## src/rtl/mem_port_arbiter_pkg.sv

```systemverilog
// Shared state encoding, instruction constants and width helpers for the memory port arbiter.
`ifndef XLEN_64b
`define XLEN_64b 2
`endif

package mem_arb_pkg;

  typedef enum logic [1:0] {
    S_DATA  = 2'd0,
    S_FETCH = 2'd1,
    S_STEP  = 2'd2
  } arb_state_e;

  localparam logic [31:0] NOP_INSTR = 32'h0000_0013;

  function automatic int xlen_w(input int xlen);
    return 1 << (xlen + 4);
  endfunction

  function automatic int xlen_nb(input int xlen);
    return xlen_w(xlen) / 8;
  endfunction

endpackage

```

## src/rtl/mem_port_arbiter_if.sv

```systemverilog
// Handshaked request/ack bus between the arbiter and the unified RAM/ROM mapper.
interface mem_port_arbiter_if #(
  parameter int W = 64
);
  logic           req;
  logic           we;
  logic [W-1:0]   addr;
  logic [W-1:0]   wdata;
  logic [W/8-1:0] be;
  logic [W-1:0]   rdata;
  logic           ack;

  modport master (output req, we, addr, wdata, be, input rdata, ack);
  modport slave  (input req, we, addr, wdata, be, output rdata, ack);
endinterface

```

## src/rtl/mem_port_arbiter_store_lane_align.sv

```systemverilog
// Places right-aligned store data onto its byte lanes and builds the matching byte enables.
module store_lane_align #(
  parameter  int W  = 64,
  localparam int NB = W / 8,
  localparam int OW = $clog2(NB)
) (
  input  logic [OW-1:0] i_offset,
  input  logic          i_byte,
  input  logic          i_half,
  input  logic [W-1:0]  i_data,
  output logic [W-1:0]  o_wdata,
  output logic [NB-1:0] o_be
);

  assign o_wdata = i_data << {i_offset, 3'b000};

  // Lanes shifted past the top of the word simply fall off.
  always_comb begin
    if (i_byte) begin
      o_be = {{(NB-1){1'b0}}, 1'b1} << i_offset;
    end else if (i_half) begin
      o_be = {{(NB-2){1'b0}}, 2'b11} << i_offset;
    end else begin
      o_be = '1;
    end
  end

endmodule

```

## src/rtl/mem_port_arbiter.sv

```systemverilog
// Time-multiplexes one memory port between data access and instruction fetch,
// stepping the frozen core once per completed data+fetch pair.
module mem_port_arbiter
  import mem_arb_pkg::*;
#(
  parameter  int XLEN = `XLEN_64b,
  localparam int W    = xlen_w(XLEN),
  localparam int NB   = xlen_nb(XLEN)
) (
  input  logic               i_clk,
  input  logic               i_rst,
  output logic               o_clk_en,
  input  logic [W-1:0]       i_fetch_addr_f,
  input  logic               i_lw_e,
  input  logic               i_sw_e,
  input  logic [W-1:0]       i_mem_addr_e,
  input  logic [W-1:0]       i_mem_data_e,
  input  logic               i_store_byte_e,
  input  logic               i_store_half_e,
  input  logic               i_bad_addr_f,
  input  logic               i_bad_addr_load_e,
  input  logic               i_bad_addr_store_e,
  output logic [31:0]        o_instr_f,
  output logic [W-1:0]       o_mem_data_m,
  mem_port_arbiter_if.master ram
);

  localparam int OW = $clog2(NB);

  arb_state_e  state_q, state_d;
  logic [31:0] instr_q, instr_d;
  logic [W-1:0] load_e_q, load_e_d;
  logic [W-1:0] mem_data_m_q, mem_data_m_d;

  logic          data_need;
  logic [W-1:0]  st_wdata;
  logic [NB-1:0] st_be;

  assign data_need = (i_lw_e & ~i_bad_addr_load_e) | (i_sw_e & ~i_bad_addr_store_e);

  store_lane_align #(.W(W)) u_store_lane_align (
    .i_offset (i_mem_addr_e[OW-1:0]),
    .i_byte   (i_store_byte_e),
    .i_half   (i_store_half_e),
    .i_data   (i_mem_data_e),
    .o_wdata  (st_wdata),
    .o_be     (st_be)
  );

  always_comb begin
    state_d      = state_q;
    instr_d      = instr_q;
    load_e_d     = load_e_q;
    mem_data_m_d = mem_data_m_q;
    o_clk_en     = 1'b0;
    ram.req      = 1'b0;
    ram.we       = 1'b0;
    ram.addr     = '0;
    ram.wdata    = '0;
    ram.be       = '0;
    unique case (state_q)
      S_DATA: begin
        if (data_need) begin
          ram.req  = 1'b1;
          ram.we   = i_sw_e;
          ram.addr = i_mem_addr_e;
          if (i_sw_e) begin
            ram.wdata = st_wdata;
            ram.be    = st_be;
          end else begin
            ram.be = '1;
          end
          if (ram.ack) begin
            if (!i_sw_e) load_e_d = ram.rdata;
            state_d = S_FETCH;
          end
        end else begin
          load_e_d = '0;
          state_d  = S_FETCH;
        end
      end
      S_FETCH: begin
        if (!i_bad_addr_f) begin
          ram.req  = 1'b1;
          ram.addr = i_fetch_addr_f;
          if (ram.ack) begin
            instr_d = ram.rdata[31:0];
            state_d = S_STEP;
          end
        end else begin
          // Faulting fetch: the core's exception logic reports it, we just feed a NOP.
          instr_d = NOP_INSTR;
          state_d = S_STEP;
        end
      end
      S_STEP: begin
        o_clk_en     = 1'b1;
        mem_data_m_d = load_e_q;
        state_d      = S_DATA;
      end
      default: state_d = S_DATA;
    endcase
  end

  always_ff @(posedge i_clk) begin
    if (i_rst) begin
      state_q      <= S_DATA;
      instr_q      <= NOP_INSTR;
      load_e_q     <= '0;
      mem_data_m_q <= '0;
    end else begin
      state_q      <= state_d;
      instr_q      <= instr_d;
      load_e_q     <= load_e_d;
      mem_data_m_q <= mem_data_m_d;
    end
  end

  assign o_instr_f    = instr_q;
  assign o_mem_data_m = mem_data_m_q;

endmodule

```

## src/flat_wrapper.sv

```systemverilog
// flat-port wrapper written by rule: the top's interface ports become plain ports
module mem_port_arbiter_flat import mem_arb_pkg::*;
#(
  parameter  int XLEN = `XLEN_64b,
  localparam int W    = xlen_w(XLEN),
  localparam int NB   = xlen_nb(XLEN)
)
  (i_clk, i_rst, o_clk_en, i_fetch_addr_f, i_lw_e, i_sw_e, i_mem_addr_e, i_mem_data_e, i_store_byte_e, i_store_half_e, i_bad_addr_f, i_bad_addr_load_e, i_bad_addr_store_e, o_instr_f, o_mem_data_m, ram_req, ram_we, ram_addr, ram_wdata, ram_be, ram_rdata, ram_ack);
  mem_port_arbiter_if #(.W(64)) ram_i ();
  input  logic i_clk;
  input  logic i_rst;
  output logic o_clk_en;
  input  logic [W-1:0] i_fetch_addr_f;
  input  logic i_lw_e;
  input  logic i_sw_e;
  input  logic [W-1:0] i_mem_addr_e;
  input  logic [W-1:0] i_mem_data_e;
  input  logic i_store_byte_e;
  input  logic i_store_half_e;
  input  logic i_bad_addr_f;
  input  logic i_bad_addr_load_e;
  input  logic i_bad_addr_store_e;
  output logic [31:0] o_instr_f;
  output logic [W-1:0] o_mem_data_m;
  output wire logic [$bits(ram_i.req)-1:0] ram_req;
  output wire logic [$bits(ram_i.we)-1:0] ram_we;
  output wire logic [$bits(ram_i.addr)-1:0] ram_addr;
  output wire logic [$bits(ram_i.wdata)-1:0] ram_wdata;
  output wire logic [$bits(ram_i.be)-1:0] ram_be;
  input wire logic [$bits(ram_i.rdata)-1:0] ram_rdata;
  input wire logic [$bits(ram_i.ack)-1:0] ram_ack;
  assign ram_req = ram_i.req;
  assign ram_we = ram_i.we;
  assign ram_addr = ram_i.addr;
  assign ram_wdata = ram_i.wdata;
  assign ram_be = ram_i.be;
  assign ram_i.rdata = ram_rdata;
  assign ram_i.ack = ram_ack;
  mem_port_arbiter #(.XLEN(XLEN)) u_core (.i_clk(i_clk), .i_rst(i_rst), .o_clk_en(o_clk_en), .i_fetch_addr_f(i_fetch_addr_f), .i_lw_e(i_lw_e), .i_sw_e(i_sw_e), .i_mem_addr_e(i_mem_addr_e), .i_mem_data_e(i_mem_data_e), .i_store_byte_e(i_store_byte_e), .i_store_half_e(i_store_half_e), .i_bad_addr_f(i_bad_addr_f), .i_bad_addr_load_e(i_bad_addr_load_e), .i_bad_addr_store_e(i_bad_addr_store_e), .o_instr_f(o_instr_f), .o_mem_data_m(o_mem_data_m), .ram(ram_i));
endmodule
```

## config.mk

```make
export PLATFORM = sky130hd
export DESIGN_NAME = mem_port_arbiter_flat
export DESIGN_NICKNAME = d
export VERILOG_FILES = /design/src/rtl/mem_port_arbiter_pkg.sv /design/src/rtl/mem_port_arbiter_if.sv /design/src/rtl/mem_port_arbiter_store_lane_align.sv /design/src/rtl/mem_port_arbiter.sv /design/src/flat_wrapper.sv
export SDC_FILE = /design/constraint.sdc
export NUM_CORES = 1
export LEC_CHECK = 0
export ABC_AREA = 0
export CAP_MARGIN = 0
export CELL_PAD_IN_SITES_DETAIL_PLACEMENT = 0
export CELL_PAD_IN_SITES_GLOBAL_PLACEMENT = 1
export CORE_AREA = 2 2 196 198
export DETAILED_ROUTE_END_ITERATION = 16
export DIE_AREA = 0 0 198 200
export PLACE_DENSITY = 0.86
export SLEW_MARGIN = 0
export SYNTH_ARGS = -nofsm -noshare
export SYNTH_HDL_FRONTEND = slang
export SYNTH_HIERARCHICAL = 1
export SYNTH_SLANG_ARGS = --single-unit
export TNS_END_PERCENT = 10
```

## constraint.sdc

```tcl
create_clock -name i_clk -period 3.5 [get_ports i_clk]
set_input_delay 0.7 -clock i_clk [delete_from_list [all_inputs] [get_ports i_clk]]
set_output_delay 0.7 -clock i_clk [all_outputs]
set_load 0.03 [all_outputs]
```

Yosys cells after proc, flatten, opt, wreduce, memory -nomap -nowiden
Cells that the tools add are included.

operators by class
  reductions and logical operators = 5
  shift operators = 3
  bitwise gates (word level) = 5
  equality and inequality tests = 6
  multiplexer cells = 27

operators with widths
  kind                                                                    count
  64-bit two-way mux                                                      8
  64-bit one-hot mux with 2 select lines                                  1
  32-bit two-way mux                                                      2
  64-bit by 6-bit << shifter with 64-bit output                           1
  8-bit two-way mux                                                       5
  2-bit two-way mux                                                       4
  1-bit by 3-bit << shifter with 8-bit output (first input constant)      1
  2-bit by 3-bit << shifter with 8-bit output (first input constant)      1
  3-bit != test (second input constant)                                   2
  1-bit two-way mux                                                       5
  2-bit != test (second input constant)                                   2
  2-bit one-hot mux with 2 select lines                                   1
  2-bit AND reduction                                                     2
  3-bit AND reduction                                                     1
  1-bit AND                                                               2
  2-bit by 1-bit equality test with 1-bit output (second input constant)  1
  2-bit equality test (second input constant)                             1
  2-bit zero test                                                         1
  1-bit inverter                                                          2
  1-bit one-hot mux with 2 select lines                                   1
  2-bit nonzero test                                                      1
  1-bit OR                                                                1

storage, ports and cells
  input bits = 266
  register bits after elaboration = 162

Logic depth before layout (Yosys ltp)
Gate-level depths: netlist (run 1).

  word-level depth = 6
  depth in mapped cells = 8
  gate-level depth less buffers = 6

By module
Netlist (run 1), hierarchy kept.

modules (own cells, without submodules)
  module            instances  sequential area each (um2)  area each (um2)  cells an instance
  mem_port_arbiter  1          3243.1                      7248.2           853
  store_lane_align  1          0.0                         1785.5           249

Worst setup path after synthesis (run 1)
Ideal clock, no wire load.

  path type = input port to output port
  from = input i_mem_addr_e[1]
  to = output ram_be[2]
  path slack = 0.687 ns
  path buffers = 1
  data arrival time = 2.113 ns
  stages = 7
  path through = buf_2 > clkinv_1 > ha_1 > mux2i_1 > o22ai_1 > inv_1 > a21oi_1

on the way
  cells in the longest elaborated chain, start to end = 6

RTL lines
  item                                         RTL line                                 source
  start: declaration                           flat_wrapper.sv:16                       input logic [W-1:0] i_mem_addr_e;
  2-bit by 3-bit << shifter with 8-bit output  mem_port_arbiter_store_lane_align.sv:22  o_be = {{(NB-2){1'b0}}, 2'b11} << i_offset;
  8-bit two-way mux                            mem_port_arbiter_store_lane_align.sv:21  end else if (i_half) begin
  8-bit two-way mux *                          mem_port_arbiter_store_lane_align.sv:19  if (i_byte) begin
  named net u_core.st_be[2]                    mem_port_arbiter.sv:37                   logic [NB-1:0] st_be;
  8-bit two-way mux *                          mem_port_arbiter.sv:67                   if (i_sw_e) begin
  8-bit two-way mux *                          mem_port_arbiter.sv:63                   if (data_need) begin
  8-bit two-way mux *                          mem_port_arbiter.sv:61                   unique case (state_q)
  end: declaration                             flat_wrapper.sv:29                       output wire logic [$bits(ram_i.be)-1:0] ram_be;

Mark *: on every way through the listed nets, which the timed path passes. The rest lies on a longest branch.

Worst setup path in the final report (run 1)
  from = input i_mem_addr_e[2]
  to = output ram_wdata[34]

on the way
  cells in the longest elaborated chain, start to end = 4

RTL lines
  item                                           RTL line                                 source
  64-bit by 6-bit << shifter with 64-bit output  mem_port_arbiter_store_lane_align.sv:15  assign o_wdata = i_data << {i_offset, 3'b000};
  named net u_core.st_wdata[34]                  mem_port_arbiter.sv:36                   logic [W-1:0] st_wdata;
  64-bit two-way mux                             mem_port_arbiter.sv:67
  64-bit two-way mux                             mem_port_arbiter.sv:63
  64-bit two-way mux                             mem_port_arbiter.sv:61
  end: declaration                               flat_wrapper.sv:28                       output wire logic [$bits(ram_i.wdata)-1:0] ram_wdata;

The timed path passes the listed nets, and every way through them passes these cells.

==> run_results.csv, run 1 <==
group,metric,value,unit
outcome,status,"finished, final reports clean",
logic_synthesis,synth_edf_count,0,
finish,syn_to_final_growth,70.9,%
floorplan,start_util,24.2,%
power,p_clk_share,33.3,%
logic_synthesis,synth.most_common_cell,"nand2_1",
power,p_int,3830,uW
logic_synthesis,netlist.area_leader.share,35.9,%
global_routing,grt_use_total,19.4,%
worst_setup_path,arrival,2650,ps
timing,tightest_slew,784,ps
logic_synthesis,yosysWarnings,6,
logic_synthesis,synth_seq_area_share,35.9,%
clock_tree,cts_sinks,162,
worst_setup_path,crit_path_end,"ram_wdata[34]",
clock_tree,ctsResizeCount,0,
worst_setup_path,r2r_slack,1650,ps
finish,nets,1823,
clock_tree,insertion_delay,430,ps
worst_setup_path,cp-startpoint,"i_mem_addr_e[2]",
clock_tree,tritoncts,"yes",
logic_synthesis,syn_area,9030,um2
clock_tree,ctsHoldBuffers,0,
timing,finalCriticalPeriod,3350,ps
power,leakage,0.00612,uW
logic_synthesis,syn_nets,1372,
power,ir_worst_vdd,0.304,mV
floorplan,num_io_pins,501,
drt,routed_wl,40.6,mm
min_path,hold_class,"flip-flop to flip-flop",
finish,drive_gt1_share,14.8,%
worst_setup_path,start_kind,"input port",
logic_synthesis,synthArstFlopShare,0,%
floorplan,rows,71,
timing,max_freq,0.298,GHz
global_routing,grt_pass1_wl,57.8,mm
power,power_frac_seq,34.2,%
clock_tree,cts_made_buffers,17,
worst_setup_path,worstSetupPathType,"input port to primary output",
placement,dpl_cell_area,14800,um2
floorplan,core,37400,um2
floorplan,dieWidth,198,um
floorplan,die_y,200,um
global_routing,gr-total-overflow,0,
worst_setup_path,crit_path_end_kind,"primary output",
worst_setup_path,critPathRequiredTime,2800,ps
timing,finalClockSkew,14.7,ps
finish,post-route-cell-area,15400,um2
logic_synthesis,synth.largest_area_cell,"dfxtp_1",
clock_tree,htreeDepth,4,
timing,finalCritPeriodShare,95.8,%
global_routing,first_global_vias,9605,
logic_synthesis,ys_types,41,
logic_synthesis,ys.flop_type,"dfxtp_1",
logic_synthesis,syn_area_per_cell,8.20,um2
drt,wl_per_cell,19.5,um
placement,gp_congestion,0.944,
drt,drt-pass1-iter-count,5,
clock_tree,clk_path_buf_depth,2,
clock_tree,cts_root_buffer,"clkbuf_16",
timing,drv_slew,0,
clock_tree,cts_setup_buffers,0,
worst_setup_path,reg2reg_depth,6,
run,drv_cap,0,
drt,ant_nets,0,
worst_setup_path,critPathMaxFanout,17,
placement,dp.final_hpwl,32.4,mm
logic_synthesis,synth_area_leaders,"dfxtp_1 (36%), mux2i_1 (13%), nand2_1 (9.1%), a22o_1 (7.0%), nand2b_1 (5.5%)",
power,switching_share,32.2,%
drt,vias,9761,
timing,hold_viol,0,
drt,viasPerCell,4.70,
logic_synthesis,synth_common_cells,"nand2_1 (218), dfxtp_1 (162), mux2i_1 (113)",
floorplan,die-area,39600,um2
placement,port_buffers,500,
logic_synthesis,synth-seq-cells,162,
timing,setup_viol,0,
logic_synthesis,syn_inst,1102,
timing,relSlewSlack,47.7,%
drt,drc,0,
timing,rsz0062_at_grt,"no",
worst_setup_path,worstReg2RegStart,"u_core/state_q[0]",
power,p_comb_share,32.6,%
timing,setup_tns,0,ps
worst_setup_path,regToRegEndpoint,"u_core/o_instr_f[28]",
power,switchingPower,1820,uW
clock_tree,clkSlewWorstSetupHoldPaths,60,ps
power,p_per_area,366,nW/um2
global_routing,grt_max_degree,137,
global_routing,antenna_found_initial,4,
drt,drtIter0Drc,526,
-- power by group through the flow --
stage / sequential [uW] / combinational, uW / clock (uW)
after floorplan: 2000 / 853 / 0
after global placement: 1970 / 1850 / 0
after detailed placement: 1970 / 1850 / 0
after CTS: 1930 / 1850 / 1930
after global routing: 1940 / 1930 / 1990
final: 1930 / 1840 / 1880
-- layer usage --
layer | track usage (%) | wire, um
met1 | 23.0 | 16500
met2 | 34.2 | 20400
met3 | 3.83 | 2250
met4 | 8.63 | 1470
met5 | 0 | 25
-- worst max-delay path, stage by stage --
cell and delay [ps]:
clkdlybuf4s50_1 620, buf_4 200, buf_4 240, inv_1 140, buf_4 190, nand2_1 60, o2bb2ai_1 130, and2_1 190
buf_4 180
-- cell type report --
cell class	count	area (um2)
sequential	162	3240
fill	3718	22000
multi-input combinational	824	5230
tap	511	639
antenna	2	5.00
clock inverter	14	163
timing repair buffer	534	5660
clock buffer	18	439
inverter	14	52.6
-- cell usage in the layout (no fill, tap or decap), types with 9 or more instances in the layout --
cell             instances
a21oi_1                 80
a22o_1                  72
a22oi_1                 29
and2_1                  65
buf_12                  60
buf_4                  114
clkbuf_16               17
clkdlybuf4s50_1        359
dfxtp_1                162
inv_1                   12
mux2_2                   9
mux2i_1                113
nand2_1                218
nand2b_1                79
nor2_1                  63
o22ai_1                 17
-- how the worst min path moves through the flow --
stage	start	endpoint	depth (start not counted)
floorplan	u_core/load_e_q[0]	u_core/o_mem_data_m[0]	2
global placement	u_core/load_e_q[37]	u_core/o_mem_data_m[37]	2
detailed placement	u_core/load_e_q[5]	u_core/o_mem_data_m[5]	2
CTS	u_core/load_e_q[38]	u_core/o_mem_data_m[38]	2
global route	u_core/load_e_q[38]	u_core/o_mem_data_m[38]	2
finish	u_core/load_e_q[38]	u_core/o_mem_data_m[38]	2
-- state kept, by name (all words and copies together), names as in the netlist --
name / count
u_core/load_e_q: 64
u_core/o_instr_f: 32
u_core/o_mem_data_m: 64
u_core/state_q: 2
-- through the flow --
step	std cells	hold WS, ps	setup WS, ps	power (uW)	util (%)
finish	2079	451	147	5650	41.3
CTS	2077	453	40.3	5710	41.2
global route	2079	459	18.5	5860	41.3
detailed placement	2045	442	41.3	3820	39.6
global placement	2045	436	72.8	3820	39.6
floorplan	1102	432	687	2850	-
-- cell families (layout without fill, tap and decap cells) --
logic type / Yosys count / after routing / share of synthesized area (%)
simple gates: 448 / 448 / 23.3
compound gates: 250 / 250 / 20.1
flops: 162 / 162 / 35.9
mux: 122 / 122 / 13.6
buf+inv: 116 / 580 / 6.58
fa+ha+maj: 4 / 4 / 0.554
other cells: 0 / 2 / 0
Power figures use the tool's default switching activity.
==> run 2, diff against run 1 <==
--- a/config.mk
+++ b/config.mk
@@ -9,13 +9,13 @@
 export CAP_MARGIN = 0
 export CELL_PAD_IN_SITES_DETAIL_PLACEMENT = 0
 export CELL_PAD_IN_SITES_GLOBAL_PLACEMENT = 1
-export CORE_AREA = 2 2 196 198
+export CORE_AREA = 2 2 194 196
+export CTS_CLUSTER_SIZE = 16
 export DETAILED_ROUTE_END_ITERATION = 16
-export DIE_AREA = 0 0 198 200
-export PLACE_DENSITY = 0.86
+export DIE_AREA = 0 0 196 198
+export PLACE_DENSITY = 0.83
 export SLEW_MARGIN = 0
 export SYNTH_ARGS = -nofsm -noshare
 export SYNTH_HDL_FRONTEND = slang
-export SYNTH_HIERARCHICAL = 1
 export SYNTH_SLANG_ARGS = --single-unit
 export TNS_END_PERCENT = 10
==> run_results.csv, run 2 <==
group,metric,value,unit
outcome,status,"finished, final reports clean",
drt,viasPerCell,4.87,
logic_synthesis,netlist.area_leader.share,40.3,%
global_routing,grt_max_degree,77,
clock_tree,cts_setup_buffers,0,
logic_synthesis,syn_area_per_cell,8.53,um2
placement,dp.final_hpwl,31.2,mm
worst_setup_path,start_kind,"input port",
power,ir_worst_vdd,0.265,mV
power,power_frac_seq,34.9,%
timing,setup_viol,0,
timing,holdWs,451,ps
drt,wl_per_cell,20.8,um
worst_setup_path,worstSetupPathType,"input port to primary output",
clock_tree,cts_root_buffer,"clkbuf_16",
global_routing,grt_use_total,19.5,%
drt,routed_wl,39.9,mm
global_routing,antenna_found_initial,10,
worst_setup_path,r2r_slack,1520,ps
power,p_clk_share,34.3,%
min_path,hold_class,"flip-flop to flip-flop",
power,switching_share,30.4,%
floorplan,die-area,38800,um2
floorplan,rows,71,
worst_setup_path,critPathRequiredTime,2800,ps
logic_synthesis,synth_seq_area_share,40.3,%
power,p_comb_share,30.8,%
floorplan,num_io_pins,501,
worst_setup_path,reg2reg_depth,6,
clock_tree,cts_sinks,162,
timing,finalCritPeriodShare,98.5,%
finish,layout_common_cells,"clkdlybuf4s50_1 (388), dfxtp_1 (162), nand2_1 (160)",
power,p_int,3750,uW
worst_setup_path,worstReg2RegStart,"u_core.state_q[0]",
clock_tree,insertion_delay,420,ps
clock_tree,htreeDepth,4,
logic_synthesis,ys.flop_type,"dfxtp_1",
timing,hold_viol,0,
clock_tree,cts_made_buffers,17,
global_routing,grt_pass1_wl,56.9,mm
worst_setup_path,arrival,2750,ps
finish,post-route-cell-area,14500,um2
placement,dpl_cell_area,13900,um2
logic_synthesis,synth_area_leaders,"dfxtp_1 (40%), a22o_1 (14%), nand2_1 (7.5%), a21oi_1 (5.4%), mux2i_1 (4.7%)",
power,leakage,0.00561,uW
clock_tree,clkSlewWorstSetupHoldPaths,60,ps
floorplan,die_y,198,um
logic_synthesis,synth.largest_area_cell,"dfxtp_1",
timing,max_freq,0.290,GHz
placement,gp_congestion,0.917,
drt,drtIter0Drc,557,
logic_synthesis,yosysWarnings,0,
power,switchingPower,1640,uW
finish,final_common_cell,"clkdlybuf4s50_1",
timing,drv_slew,0,
logic_synthesis,synth-seq-cells,162,
timing,finalClockSkew,6.45,ps
logic_synthesis,syn_inst,944,
min_path,worstHoldEndpoint,"u_core.o_mem_data_m[46]",
timing,relSlewSlack,44.6,%
drt,ant_nets,0,
clock_tree,tritoncts,"yes",
worst_setup_path,critPathMaxFanout,24,
logic_synthesis,syn_nets,1214,
power,total_power,5390,uW
finish,syn_to_final_growth,80.6,%
floorplan,core,37000,um2
power,p_per_area,371,nW/um2
run,drv_cap,0,
floorplan,start_util,21.8,%
floorplan,dieWidth,196,um
worst_setup_path,regToRegEndpoint,"u_core.o_instr_f[29]",
global_routing,gr-total-overflow,0,
logic_synthesis,syn_area,8050,um2
logic_synthesis,synth_edf_count,0,
logic_synthesis,ys_types,43,
global_routing,first_global_vias,9019,
clock_tree,clk_path_buf_depth,2,
worst_setup_path,crit_path_end_kind,"primary output",
logic_synthesis,synth_common_cells,"dfxtp_1 (162), nand2_1 (160), a22o_1 (125)",
min_path,hold_path_depth,2,
finish,drive_gt1_share,15.3,%
placement,port_buffers,500,
timing,tightest_slew,831,ps
logic_synthesis,synth.most_common_cell,"dfxtp_1",
drt,vias,9333,
finish,fillers,3713,
logic_synthesis,synthArstFlopShare,0,%
clock_tree,ctsHoldBuffers,0,
drt,drt-pass1-iter-count,5,
timing,finalCriticalPeriod,3450,ps
drt,drc,0,
min_path,hold_path_startpoint,"u_core.load_e_q[46]",
finish,nets,1694,
-- run 2: cell count changes in the layout (fill, tap and decap cells not counted), moves of 10 or more --
cell and change:
a22o_1 +53, a31oi_1 +15, and2_1 -56, buf_12 -10, buf_4 -16, clkdlybuf4s50_1 +29
mux2_2 +17, mux2i_1 -75, nand2_1 -58, nand2b_1 -70, nor2_1 +29, o21ai_0 +19
-- run 2: metrics by stage --
| stage | std cells | utilization (%) | setup slack (ps) | setup TNS [ps] |
|---|---|---|---|---|
| 4_1_cts | 1910 | 39.3 | 41.0 | 0 |
| 3_5_place_dp | 1879 | 37.7 | 48.9 | 0 |
| 3_3_place_gp | 1879 | 37.7 | 37.8 | 0 |
| 6_report | 1916 | 39.3 | 51.5 | 0 |
| 5_1_grt | 1913 | 39.3 | -9.99 | -9.99 |
| 2_1_floorplan | 944 | - | 370 | 0 |
-- run 2: cells by family (layout without fill, tap and decap cells) --
family / after synthesis / in the layout / synth area share, %
AOI/OAI and AO/OA: 333 / 333 / 29.7
adders and majority gates: 4 / 4 / 0.622
buffers and inverters: 91 / 583 / 6.00
DFF: 162 / 162 / 40.3
muxes: 65 / 65 / 8.50
other: 0 / 6 / 0
and+or+nand+nor: 289 / 289 / 14.9
-- run 2: power by group through the flow --
stage                     registers (uW)  clock network (uW)  logic [uW]
final                               1880                1850        1660
after floorplan                     1940                   0         698
after CTS                           1880                1890        1670
after global placement              1920                   0        1660
after global routing                1890                1960        1740
after detailed placement            1920                   0        1670
-- run 2: final cells by class --
class / count / area, um2 / area share [%]
Antenna cell: 6 / 15.0 / 0.103
Clock buffer: 20 / 457 / 3.14
Clock inverter: 11 / 126 / 0.869
Inverter: 6 / 22.5 / 0.155
Multi-Input combinational cell: 691 / 4350 / 29.9
Sequential cell: 162 / 3240 / 22.3
Tap cell: 474 / 593 / 4.08
Timing Repair Buffer: 546 / 5730 / 39.4
-- run 2: how the worst max path moves through the flow --
| stage | from | to | slack, ps | cells after the start |
|---|---|---|---|---|
| after floorplan | i_bad_addr_load_e | ram_wdata[52] | 370 | 4 |
| after global placement | i_bad_addr_load_e | ram_wdata[62] | 40 | 8 |
| after detailed placement | i_bad_addr_load_e | ram_wdata[62] | 50 | 8 |
| after CTS | i_bad_addr_load_e | ram_wdata[62] | 40 | 8 |
| after global routing | i_bad_addr_load_e | ram_wdata[27] | -10 | 8 |
| final | i_bad_addr_load_e | ram_wdata[27] | 50 | 8 |
-- run 2: layer usage --
metal / wire (um) / up-vias / GRT usage, %
li1: - / 4379 / -
met1: 15300 / 4425 / 22.2
met2: 19400 / 437 / 33.6
met3: 3470 / 82 / 6.08
met4: 1610 / 10 / 8.87
met5: 70 / - / 0
-- run 2: worst max-delay path: stages --
cell	delay, ps
clkdlybuf4s50_1	390
and2b_1	300
o211ai_2	110
inv_2	130
nand2_1	110
buf_12	180
nor2_1	130
clkdlybuf4s50_1	690
-- run 2: repair_timing --
action                                  CTS  global route
gates resized for setup                   0             8
endpoints found under the setup margin    0             8
hold endpoints to repair                  0             0
